[src/rtl/v_issue_queue.sv]
// In-order vector instruction issue queue: DEPTH-entry FIFO of instr/rs1/rs2.
// Only one non-vconfig instruction may be outstanding; vconfig issues back-to-back.
module v_issue_queue #(
   parameter int unsigned DEPTH = 4,
   parameter int unsigned XLEN  = 32
) (
   input  logic                      clk,
   input  logic                      nrst,
   input  logic                      in_valid,
   input  logic [31:0]               in_instr,
   input  logic [XLEN-1:0]           in_rs1,
   input  logic [XLEN-1:0]           in_rs2,
   output logic                      in_ready,
   output logic                      out_valid,
   output logic [31:0]               out_instr,
   output logic [XLEN-1:0]           out_rs1,
   output logic [XLEN-1:0]           out_rs2,
   input  logic                      issue_ack,
   input  logic                      v_done,
   input  logic                      flush,
   output logic [$clog2(DEPTH):0]    count,
   output logic                      v_busy
);

   localparam int unsigned AW = $clog2(DEPTH);
   localparam logic [0:0]  READY = 1'b0;
   localparam logic [0:0]  BUSY  = 1'b1;
   localparam logic [AW:0]   CNT_FULL = (AW+1)'(DEPTH);
   localparam logic [AW:0]   CNT_ONE  = (AW+1)'(1);
   localparam logic [AW-1:0] PTR_ONE  = AW'(1);

   logic [31:0]     mem_instr [DEPTH];
   logic [XLEN-1:0] mem_rs1   [DEPTH];
   logic [XLEN-1:0] mem_rs2   [DEPTH];

   logic [AW-1:0] wr_ptr;
   logic [AW-1:0] rd_ptr;
   logic [0:0]    state;
   logic          empty;
   logic          push;
   logic          pop;
   logic          head_vcfg;

   assign empty     = (count == '0);
   assign in_ready  = (count < CNT_FULL);
   assign out_valid = (state == READY) && !empty;
   assign v_busy    = !empty || (state == BUSY);
   assign push      = in_valid && in_ready;
   assign pop       = out_valid && issue_ack;
   assign head_vcfg = (out_instr[6:0] == 7'b1010111) && (out_instr[14:12] == 3'b111);

   // Head fields read as zero while empty so stale storage never leaks out.
   always_comb begin
      out_instr = '0;
      out_rs1   = '0;
      out_rs2   = '0;
      if (!empty) begin
         out_instr = mem_instr[rd_ptr];
         out_rs1   = mem_rs1[rd_ptr];
         out_rs2   = mem_rs2[rd_ptr];
      end
   end

   always_ff @(posedge clk) begin
      if (push && !flush) begin
         mem_instr[wr_ptr] <= in_instr;
         mem_rs1[wr_ptr]   <= in_rs1;
         mem_rs2[wr_ptr]   <= in_rs2;
      end
   end

   always_ff @(posedge clk or negedge nrst) begin
      if (!nrst) begin
         count  <= '0;
         wr_ptr <= '0;
         rd_ptr <= '0;
         state  <= READY;
      end else if (flush) begin
         count  <= '0;
         wr_ptr <= '0;
         rd_ptr <= '0;
         state  <= READY;
      end else begin
         if (push) wr_ptr <= wr_ptr + PTR_ONE;
         if (pop)  rd_ptr <= rd_ptr + PTR_ONE;
         if (push && !pop)      count <= count + CNT_ONE;
         else if (pop && !push) count <= count - CNT_ONE;
         if (state == READY) begin
            if (pop && !head_vcfg) state <= BUSY;
         end else if (v_done) begin
            state <= READY;
         end
      end
   end

endmodule

[config.mk]
export PLATFORM = sky130hd
export DESIGN_NAME = v_issue_queue
export DESIGN_NICKNAME = d
export VERILOG_FILES = /design/src/rtl/v_issue_queue.sv
export SDC_FILE = /design/constraint.sdc
export NUM_CORES = 1
export LEC_CHECK = 0
export ABC_AREA = 1
export CAP_MARGIN = 20
export CORE_MARGIN = 5
export CORE_UTILIZATION = 40
export DETAILED_ROUTE_END_ITERATION = 12
export HOLD_SLACK_MARGIN = 0.08
export REMOVE_ABC_BUFFERS = 1
export SYNTH_ARGS = -nofsm -noshare
export SYNTH_HDL_FRONTEND = slang
export SYNTH_SLANG_ARGS = --single-unit
[constraint.sdc]
create_clock -name clk -period 6.2 [get_ports clk]
set_clock_uncertainty 0.2 [all_clocks]
set_input_delay 1.24 -clock clk [delete_from_list [all_inputs] [get_ports clk]]
set_output_delay 1.24 -clock clk [all_outputs]
set_load 0.02 [all_outputs]
==> results.toml <==
[place]
pre_cts_ws_ps = 1890
portBuffers = 203
dp_hpwl_mm = 20.3
gp_congestion = 0.807

[route]
ant_nets = 0
vias = 9889
wire_per_inst_microns = 18.3
first_pass_iters = 7
drc_errors = 0
highest_layer = "met5"
wl_met1_mm = 16.0
dr.first_iter.drc_count = 626
dr_wl_met2_mm = 17.2
via_per_inst = 4.98
wirelength_mm = 36.4
wl_met3_mm = 2.22

[critical_path]
crit_path_max_fanout = 53
critPathLaunchType = "flip-flop"
cp.required_ps = 4760
critPathKind = "flip-flop to primary output"
worstPathArrival_ps = 3410
crit_path_end_kind = "primary output"

[die]
die_area_sq_um = 42700
die-width_microns = 207
rows = 72
ios = 204
die_y_microns = 207
core-area_sq_um = 38500
start_util = 0.402

[sta]
finalSetupViolCount = 0
setup_ws_ps = 1350
worst_pin_slew_ps = 1050
hold_viol_final = 0
drv_slew = 0
post-route-min-period_ps = 4850
relSlewSlack = 0.303
fin_crit_sh = 0.782
max_freq_ghz = 0.206
tns_ps = 0
rsz0062_at_grt = "false"

[layout]
layout.nets = 1543
synthToLayoutAreaGrowth_pct = 24.9
drive_gt1_frac = 0.0572
antenna_cells = 0

[pwr]
p_comb_frac = 0.338
p_switching_uw = 2720
clkPwrFrac = 0.283
p_leak_uw = 0.00662
p_seq_frac = 0.380
power_switching_share = 0.331
max-vdd-ir-drop_mv = 0.251
power.total_uw = 8210
p_per_area_nw_per_um2 = 426
internal_power_uw = 5490

[clock_network]
cts_max_level = 2
post_cts_resized = 0
post_cts_buffers = 0
cts_buffers = 42
clkLatencyLatePin_ps = 540
cts.reportedPaths.clkPinSlew_ps = 60
cts_root_buf = "clkbuf_16"
cts_tree = "done"
ctsHoldBuffers = 0
cts_max_path_buffers = 3
cts.sinks = 392

[synth]
syn-instance-count = 1243
ys_seq_area_frac = 0.759
syn_area_per_cell_sq_um = 12.4
ys_ff_latch = 392
yosys_warnings = 0
ys_types = 19
syn_area_sq_um = 15400

[global_route]
antenna_found_initial = 2
grt_pass1_wl_mm = 55.5
grt_max_degree = 195
grt-ovfl-total = 0
grt_pass1_vias = 9790
groute.usage.overall = 0.169

[status]
status = "finished, final reports clean"

[worst_hold_path]
min_path_type = "flip-flop to flip-flop"

[run]
maxCapViolations = 0
-- cell type report --
class | count | area [sq um]
Multi-Input combinational cell | 731 | 3210
Tap cell | 518 | 648
Timing Repair Buffer | 223 | 2240
Sequential cell | 392 | 11700
Clock buffer | 61 | 1170
Inverter | 46 | 178
Clock inverter | 15 | 98.8
Fill cell | 3367 | 19200
-- cells in the final DEF, fill, tap and decap left out, drive strengths merged, types with 2 or more instances in the layout --
cell	instances
a21oi	93
buf	20
clkbuf	61
clkdlybuf4s50	203
clkinv	14
dfrtp	8
edfxtp	384
ha	4
inv	45
nand2	70
nand3	27
nor2	356
o21ai	177
o22ai	2
-- per-layer routing --
layer | track usage | up-vias
li1 | - | 4733
met1 | 0.229 | 4813
met2 | 0.269 | 267
met3 | 0.0378 | 72
met4 | 0.0608 | 4
met5 | 0 | -
-- flip-flops by register name (all words and copies together), names as in the netlist --
register   flops
mem_instr    128
mem_rs1      128
mem_rs2      128
count          3
rd_ptr         2
wr_ptr         2
state          1
-- cells in the mapped netlist --
master / instances / share of area
edfxtp_1: 384 / 0.75
nor2_1: 356 / 0.086
o21ai_0: 161 / 0.052
a21oi_1: 93 / 0.030
nand2_1: 70 / 0.017
buf_2: 46 / 0.015
inv_1: 43 / 0.010
nand3_1: 27 / 0.0087
clkbuf_1: 24 / 0.0058
o21ai_1: 16 / 0.0052
dfrtp_1: 8 / 0.013
buf_6: 4 / 0.0029
ha_1: 4 / 0.0032
o22ai_1: 2 / 0.00081
clkinv_1: 1 / 0.00024
fa_1: 1 / 0.0013
inv_2: 1 / 0.00024
inv_4: 1 / 0.00041
xnor2_1: 1 / 0.00057
-- power groups by stage --
| stage | registers (uW) | clock network [uW] | logic, uW |
|---|---|---|---|
| 6_report | 3120 | 2320 | 2770 |
| 5_1_grt | 3130 | 2500 | 3020 |
| 4_1_cts | 3120 | 2380 | 2820 |
| 3_5_place_dp | 3170 | 0 | 2800 |
| 3_3_place_gp | 3170 | 0 | 2790 |
| 2_1_floorplan | 3270 | 0 | 1390 |
-- critical path: stages, from the launching register on --
cell,delay [ps]
dfrtp_1,350
inv_1,100
nand3_1,190
clkinv_2,830
buf_4,540
a21oi_1,190
clkdlybuf4s50_1,640
-- path summary, 6_finish.rpt --
kind	to	start	cells after the start	slack, ps
max	out_rs2[3]	count[2]$_DFFE_PN0P_	6	1350
min	state$_DFF_PN0_	state$_DFF_PN0_	3	340
max reg2reg	mem_instr[2][2]$_DFFE_PP_	count[2]$_DFFE_PN0P_	6	3410
min in group asynchronous	rd_ptr[1]$_DFFE_PN0P_	nrst	1	780
max in group asynchronous	rd_ptr[0]$_DFFE_PN0P_	nrst	1	4720
min reg2reg	state$_DFF_PN0_	state$_DFF_PN0_	3	340
-- stage by stage --
| stage | hold WS [ps] | util | cells | instance area (sq um) |
|---|---|---|---|---|
| 3_5_place_dp | 332 | 0.468 | 1910 | 18000 |
| 6_report | 344 | 0.501 | 1986 | 19300 |
| 4_1_cts | 345 | 0.501 | 1986 | 19300 |
| 2_1_floorplan | 292 | - | 1169 | 15100 |
| 3_3_place_gp | 329 | 0.468 | 1910 | 18000 |
| 5_1_grt | 394 | 0.501 | 1986 | 19300 |
-- kinds of logic (layout without fill, tap and decap cells) --
logic type,Yosys count,in the layout,share of synthesized area
AOI/OAI and AO/OA,272,272,0.0883
xor gates and xnor gates,1,1,0.000567
adders and majority gates,5,5,0.00454
buffers and inverters,120,345,0.0350
DFF,392,392,0.759
and+or+nand+nor,453,453,0.112
(Power assumes the default switching activity.)
